## config.mk

```make
export PLATFORM = sky130hd
export DESIGN_NAME = sim_finish_monitor_flat
export DESIGN_NICKNAME = d
export VERILOG_FILES = /design/src/rtl/sim_finish_monitor_pkg.sv /design/src/rtl/sim_finish_monitor_if.sv /design/src/rtl/sim_finish_hart_slot.sv /design/src/rtl/sim_finish_monitor.sv /design/src/flat_wrapper.sv
export SDC_FILE = /design/constraint.sdc
export NUM_CORES = 1
export LEC_CHECK = 0
export ABC_AREA = 1
export CAP_MARGIN = 20
export CORE_ASPECT_RATIO = 0.75
export CORE_MARGIN = 1.5
export CORE_UTILIZATION = 45
export DETAILED_ROUTE_END_ITERATION = 8
export DONT_BUFFER_PORTS = 1
export SLEW_MARGIN = 20
export SYNTH_ARGS = -nofsm -noshare
export SYNTH_HDL_FRONTEND = slang
export SYNTH_HIERARCHICAL = 1
export SYNTH_SLANG_ARGS = --single-unit
```

## constraint.sdc

```tcl
create_clock -name clk_i -period 5.02 [get_ports clk_i]
set_input_delay 0.502 -clock clk_i [delete_from_list [all_inputs] [get_ports clk_i]]
set_output_delay 0.502 -clock clk_i [all_outputs]
set_load 0.01 [all_outputs]
```

## src/rtl/sim_finish_monitor_pkg.sv

```systemverilog
// Shared verification package for the SOPHON simulation environment.
// Holds the finish-monitor FSM state type, default monitor timing constants
// and a helper for sizing hart index fields.
package SOPHON_VRF_PKG;

   typedef enum logic [1:0] {
      RUN   = 2'd0,
      DRAIN = 2'd1,
      DONE  = 2'd2
   } finish_state_e;

   localparam int DEF_TO_BIT       = 18;
   localparam int DEF_DRAIN_CYCLES = 255;

   // Width of a hart index; a single hart still gets a 1-bit field.
   function automatic int hart_idx_w(input int num_hart);
      return (num_hart > 1) ? $clog2(num_hart) : 1;
   endfunction

endpackage

```

## src/rtl/sim_finish_monitor_if.sv

```systemverilog
// Bus between the harts under test and the finish monitor.
// Ports: ecall_i/gp_i flow from the harts (master) to the monitor (slave);
// done/pass/fail/timeout, failing hart/code and the cycle counter flow back.
interface sim_finish_monitor_if
   import SOPHON_VRF_PKG::*;
#(
   parameter int NUM_HART = 1,
   parameter int XLEN     = 32,
   parameter int TO_BIT   = DEF_TO_BIT
);
   localparam int HW = hart_idx_w(NUM_HART);

   logic [NUM_HART-1:0]      ecall_i;
   logic [NUM_HART*XLEN-1:0] gp_i;
   logic                     done_o;
   logic                     pass_o;
   logic                     fail_o;
   logic                     timeout_o;
   logic [HW-1:0]            fail_hart_o;
   logic [XLEN-2:0]          fail_code_o;
   logic [TO_BIT-1:0]        cycle_cnt_o;

   modport master (
      output ecall_i, gp_i,
      input  done_o, pass_o, fail_o, timeout_o, fail_hart_o, fail_code_o, cycle_cnt_o
   );

   modport slave (
      input  ecall_i, gp_i,
      output done_o, pass_o, fail_o, timeout_o, fail_hart_o, fail_code_o, cycle_cnt_o
   );

endinterface

```

## src/rtl/sim_finish_hart_slot.sv

```systemverilog
// Per-hart completion slot: remembers that the hart issued its ecall and keeps
// the gp value seen in that same cycle. Ports: clk/rst, ecall/gp from the hart,
// hold freezes the slot, seen/gp_q report the captured state.
module sim_finish_hart_slot #(
   parameter int XLEN = 32
) (
   input  logic            clk,
   input  logic            rst,
   input  logic            ecall,
   input  logic [XLEN-1:0] gp,
   input  logic            hold,
   output logic            seen,
   output logic [XLEN-1:0] gp_q
);

   // Only the first ecall counts; later ones (and later gp changes) are ignored.
   always_ff @(posedge clk) begin
      if (rst) begin
         seen <= 1'b0;
         gp_q <= '0;
      end else if (ecall && !seen && !hold) begin
         seen <= 1'b1;
         gp_q <= gp;
      end
   end

endmodule

```

## src/rtl/sim_finish_monitor.sv

```systemverilog
// Multi-hart test-completion monitor: waits for every hart's ecall, drains for
// DRAIN_CYCLES, then reports a sticky registered pass/fail/timeout verdict.
// Ports: clk_i, rst_i (sync, active-high) and the slave side of the monitor bus.
module sim_finish_monitor
   import SOPHON_VRF_PKG::*;
#(
   parameter int NUM_HART     = 1,
   parameter int XLEN         = 32,
   parameter int TO_BIT       = DEF_TO_BIT,
   parameter int DRAIN_CYCLES = DEF_DRAIN_CYCLES
) (
   input logic                  clk_i,
   input logic                  rst_i,
   sim_finish_monitor_if.slave  bus
);

   localparam int HW = hart_idx_w(NUM_HART);
   localparam int DW = $clog2(DRAIN_CYCLES + 1);
   localparam logic [DW-1:0] DRAIN_LAST = DW'(DRAIN_CYCLES - 1);

   finish_state_e       state;
   logic [TO_BIT-1:0]   timeout_cnt;
   logic [DW-1:0]       drain_cnt;
   logic [NUM_HART-1:0] seen;
   logic [XLEN-1:0]     gp_q [NUM_HART];
   logic [NUM_HART-1:0] seen_nxt;
   logic [NUM_HART-1:0] gp_bad;
   logic                frozen;
   logic [HW-1:0]       bad_idx;
   logic [XLEN-2:0]     bad_code;
   logic [HW-1:0]       unseen_idx;

   logic            done_r;
   logic            pass_r;
   logic            fail_r;
   logic            timeout_r;
   logic [HW-1:0]   fail_hart_r;
   logic [XLEN-2:0] fail_code_r;

   assign frozen = (state == DONE);

   for (genvar h = 0; h < NUM_HART; h++) begin : g_slot
      sim_finish_hart_slot #(.XLEN(XLEN)) u_slot (
         .clk   (clk_i),
         .rst   (rst_i),
         .ecall (bus.ecall_i[h]),
         .gp    (bus.gp_i[h*XLEN +: XLEN]),
         .hold  (frozen),
         .seen  (seen[h]),
         .gp_q  (gp_q[h])
      );
      assign gp_bad[h] = (gp_q[h] != XLEN'(1));
   end

   // Seen set as it will be after this edge, so a same-cycle ecall counts.
   assign seen_nxt = seen | bus.ecall_i;

   // Priority encoders: scanning downwards leaves the lowest matching hart.
   always_comb begin
      bad_idx    = '0;
      bad_code   = '0;
      unseen_idx = '0;
      for (int h = NUM_HART - 1; h >= 0; h--) begin
         if (gp_bad[h]) begin
            bad_idx  = HW'(h);
            bad_code = gp_q[h][XLEN-1:1];
         end
         if (!seen_nxt[h]) begin
            unseen_idx = HW'(h);
         end
      end
   end

   always_ff @(posedge clk_i) begin
      if (rst_i) begin
         state       <= RUN;
         timeout_cnt <= '0;
         drain_cnt   <= '0;
         done_r      <= 1'b0;
         pass_r      <= 1'b0;
         fail_r      <= 1'b0;
         timeout_r   <= 1'b0;
         fail_hart_r <= '0;
         fail_code_r <= '0;
      end else begin
         case (state)
            RUN: begin
               if (timeout_cnt != '1) begin
                  timeout_cnt <= timeout_cnt + 1'b1;
               end
               // Completion takes priority over a timeout on the same edge.
               if (&seen_nxt) begin
                  state     <= DRAIN;
                  drain_cnt <= '0;
               end else if (&timeout_cnt) begin
                  state       <= DONE;
                  done_r      <= 1'b1;
                  timeout_r   <= 1'b1;
                  fail_hart_r <= unseen_idx;
                  fail_code_r <= '0;
               end
            end
            DRAIN: begin
               drain_cnt <= drain_cnt + 1'b1;
               if (drain_cnt == DRAIN_LAST) begin
                  state  <= DONE;
                  done_r <= 1'b1;
                  if (|gp_bad) begin
                     fail_r      <= 1'b1;
                     fail_hart_r <= bad_idx;
                     fail_code_r <= bad_code;
                  end else begin
                     pass_r <= 1'b1;
                  end
               end
            end
            default: begin
               // DONE: everything holds until reset.
            end
         endcase
      end
   end

   assign bus.done_o      = done_r;
   assign bus.pass_o      = pass_r;
   assign bus.fail_o      = fail_r;
   assign bus.timeout_o   = timeout_r;
   assign bus.fail_hart_o = fail_hart_r;
   assign bus.fail_code_o = fail_code_r;
   assign bus.cycle_cnt_o = timeout_cnt;

endmodule

```

## src/flat_wrapper.sv

```systemverilog
// flat-port wrapper written by rule: the top's interface ports become plain ports
module sim_finish_monitor_flat import SOPHON_VRF_PKG::*;
#(
   parameter int NUM_HART     = 1,
   parameter int XLEN         = 32,
   parameter int TO_BIT       = DEF_TO_BIT,
   parameter int DRAIN_CYCLES = DEF_DRAIN_CYCLES
)
  (clk_i, rst_i, bus_ecall_i, bus_gp_i, bus_done_o, bus_pass_o, bus_fail_o, bus_timeout_o, bus_fail_hart_o, bus_fail_code_o, bus_cycle_cnt_o);
  sim_finish_monitor_if #(.NUM_HART(NUM_HART), .XLEN(XLEN), .TO_BIT(TO_BIT)) bus_i ();
  input logic clk_i;
  input logic rst_i;
  input wire logic [$bits(bus_i.ecall_i)-1:0] bus_ecall_i;
  input wire logic [$bits(bus_i.gp_i)-1:0] bus_gp_i;
  output wire logic [$bits(bus_i.done_o)-1:0] bus_done_o;
  output wire logic [$bits(bus_i.pass_o)-1:0] bus_pass_o;
  output wire logic [$bits(bus_i.fail_o)-1:0] bus_fail_o;
  output wire logic [$bits(bus_i.timeout_o)-1:0] bus_timeout_o;
  output wire logic [$bits(bus_i.fail_hart_o)-1:0] bus_fail_hart_o;
  output wire logic [$bits(bus_i.fail_code_o)-1:0] bus_fail_code_o;
  output wire logic [$bits(bus_i.cycle_cnt_o)-1:0] bus_cycle_cnt_o;
  assign bus_i.ecall_i = bus_ecall_i;
  assign bus_i.gp_i = bus_gp_i;
  assign bus_done_o = bus_i.done_o;
  assign bus_pass_o = bus_i.pass_o;
  assign bus_fail_o = bus_i.fail_o;
  assign bus_timeout_o = bus_i.timeout_o;
  assign bus_fail_hart_o = bus_i.fail_hart_o;
  assign bus_fail_code_o = bus_i.fail_code_o;
  assign bus_cycle_cnt_o = bus_i.cycle_cnt_o;
  sim_finish_monitor #(.NUM_HART(NUM_HART), .XLEN(XLEN), .TO_BIT(TO_BIT), .DRAIN_CYCLES(DRAIN_CYCLES)) u_core (.clk_i(clk_i), .rst_i(rst_i), .bus(bus_i));
endmodule
```

==> impl_results.md <==
- Adder-cell share of the synthesized area: 0.00830
- First-pass GRT wire length: between 15000 and 20000 µm
- Final Hold Fails: 0
- Synth Instances: between 600 and 700
- Internal power: approximately 1700 µW
- Cell variety after synth: 34
- Outcome: completed
- Simple-gate share of the synthesized area: 0.408
- Drt drc: 0
- Post-synthesis mux area share: 0
- Most frequent cells in the layout: nand2_1, nor2_1, dfxtp_1
- # hold bufs at CTS: 0
- Post-synth EDFFs: 0
- Worst hold path class: in2reg
- XOR/XNOR Fraction of Synth Area: 0.0116
- Sequential share of power: 0.423
- Die Wd: between 100 and 150 µm
- Min Tclk post-route: 2.49 ns
- I/O pins: a little under 90
- Vias in the first global route: ~3600
- Netlist Area Pre-Place: between 4000 and 5000 µm²
- Clk_skew: between 0.01 and 0.015 ns
- H-tree depth: 3
- Std-Cell Core Area: approximately 9700 µm²
- Max Cap Viol: 0
- Total CTS buffers: 9
- Compound-cell area share of the yosys netlist: 0.0437
- Worst path top cell family by delay: simple AND/OR/NAND/NOR gates
- Sw Pwr: approximately 1100 µW
- Yosys warns: 6
- Share of the yosys chip area belonging to registers: 0.425
- Worst setup EP type: register
- VDD IR max: 197 µV
- Leading area contributor after synthesis: dfxtp_1
- Crit path max-delay cell type: nor2_4
- WP data arrival: about 2.8 ns
- CTS tree: yes
- Gate power share: 0.325
- Fraction of registers with async set/reset: 0
- Crit path from: u_core/bus.cycle_cnt_o[1]$_SDFFE_PP0P_
- Avg Cell Area, Syn: between 6 and 7 µm²
- Die Footprint: between 10000 and 15000 µm²
- WP data required: 5.30 ns
- Diode count: 0
- Largest net degree at the start of global routing: between 50 and 60
- Setup TNS Final: 0 ns
- HPWL after detailed placement: between 7000 and 8000 µm
- Reg2reg start: u_core/bus.cycle_cnt_o[1]$_SDFFE_PP0P_
- Top post-synthesis cells by area: dfxtp_1, nand2_1, nor2_1, inv_1, nand3_1
- Sw Ratio: 0.403
- Layout cells sized above 1: 0.0529
- CP Cell Sequence: ha_1 > nand3_2 > nor3_4 > nand3_2 > nand2_4 > nand2_2 > nor2_4 > nor2_1 > nor2_1
- Critical path type: reg2reg
- Synth top area share: 0.425
- #FFs+latches synth: 96
- Largest family of logic cells by synthesized area: simple AND/OR/NAND/NOR gates
- Vias after detailed routing: approximately 4000
- Mean routed wirelength per cell: 13.3 µm
- GRT Total Usage: 0.206
- Vias per cell: 4.84
- Fmax: about 400 MHz
- PwrDens: about 570 nW/µm²
- Unrepaired setup endpoints after global routing: no
- GR peak layer: met2
- CP Launch Type: register
- Initial Util: 0.466
- # resized after CTS: 0
- Crit-path max FO: 31
- Worst-path clk slew: ~0.07 ns
- GR Util met3: 0.0825
- Initial DRC Count: 308
- Nets: 713
- Commonest non-fill, non-tap cell in the layout: nand2_1
- Max Root-Sink Buffers: 2
- Met1 Resource Use GR: 0.284
- Tightest Pin Transition: ~1 ns
- Clock power share: 0.252
- Rel. slew slack: 0.328
- Hold_sp: rst_i
- IO Port Bufs: 0
- CP bufs+invs: 0
- Die Y: roughly 90 µm
- Total setup buffers inserted after CTS: 0
- CTS root buf: clkbuf_16
- Drt pass-1 iters: 5
- Initial antenna violation count: 0
- Total grt overflow: 0
- Total routed wirelength: around 11000 µm
- Clk_lat worst skew: between 0.3 and 0.4 ns
- RD Place Congestion: ~0.90
- Clock sinks: 96
- Slew Viols, Final: 0
- Met2 usage: 0.303
- Antenna-violating nets left: 0
- Rows: 31
- Synth Flop Type: dfxtp_1
- Area growth from synthesis to layout: 6.92%
- Syn_nets: 728
- Static leakage: 0.00213 µW
- Final setup fails: 0
- Critical Path Max Stage Delay: 0.61 ns
- Pwr Total: roughly 2800 µW
- Fin crit share: 0.496
==> per-stage QoR <==
| step | area [µm²] | hold slack (ns) | instances | setup WS, ns | utilization |
|---|---|---|---|---|---|
| 2_1_floorplan | 4520 | 0.439 | 690 | 3.22 | - |
| 3_3_place_gp | 4530 | 0.448 | 796 | 2.64 | 0.468 |
| 3_5_place_dp | 4530 | 0.459 | 796 | 2.55 | 0.468 |
| 4_1_cts | 4830 | 0.206 | 812 | 2.52 | 0.499 |
| 5_1_grt | 4830 | 0.204 | 812 | 2.25 | 0.499 |
| 6_report | 4830 | 0.211 | 812 | 2.53 | 0.499 |
==> layout make-up <==
type,instances,area [µm²]
fill,1004,4860
multi-input combinational,490,2140
sequential,96,1920
inverter,74,278
clock buffer,13,260
tap,132,165
clock inverter,3,40.0
timing repair buffer,4,30.0
==> per-layer routing <==
layer  wire [µm]  up-vias
met5           0        -
met4          41        0
met3         894        4
met2        4500      103
met1        5350     1753
li1            -     2072
==> path summary, 6_finish.rpt <==
| path | to | slack (ns) | cells past startpoint |
|---|---|---|---|
| worst max-delay path | u_core/bus.fail_code_o[24]$_SDFFE_PP0P_ | 2.53 | 9 |
| worst min-delay path | u_core/bus.timeout_o$_SDFFE_PP0P_ | 0.21 | 1 |
| worst max register to register | u_core/bus.fail_code_o[24]$_SDFFE_PP0P_ | 2.53 | 9 |
| worst min register to register | u_core/g_slot[0].u_slot/seen$_SDFFE_PP0P_ | 0.47 | 2 |
==> Yosys cell counts, types with 4 or more instances <==
library cell	count
nand2_1	193
nor2_1	167
dfxtp_1	96
inv_1	68
nand3_1	43
a21oi_1	22
nor3_1	12
buf_2	11
o21ai_0	10
clkbuf_1	9
buf_6	6
nand4_1	6
and3_1	4
buf_4	4
inv_2	4
xnor2_1	4
==> power by group through the flow <==
stage          combinational, µW  sequential (µW)  clock, µW
3_3_place_gp                 882             1190          0
6_report                     901             1170        698
2_1_floorplan                794             1140          0
5_1_grt                     1060             1200        740
3_5_place_dp                 903             1190          0
4_1_cts                      906             1180        713
==> logic make-up (layout without fill, tap and decap cells) <==
group | count (synthesis) | count (layout)
simple gates | 443 | 443
compound gates | 37 | 37
fa+ha+maj | 3 | 3
other cells | 1 | 1
xor+xnor | 6 | 6
flops | 96 | 96
buf+inv | 104 | 94
==> flip-flops by register name (all words and copies together) (netlist names) <==
register / cells
u_core/g_slot.u_slot/seen: 1
u_core/bus.fail_code_o: 31
u_core/bus.done_o: 1
u_core/bus.fail_o: 1
u_core/drain_cnt: 8
u_core/bus.cycle_cnt_o: 18
u_core/bus.timeout_o: 1
u_core/bus.pass_o: 1
u_core/state: 2
u_core/g_slot.u_slot/gp_q: 32
No activity file was read; power rests on OpenSTA's default activity.
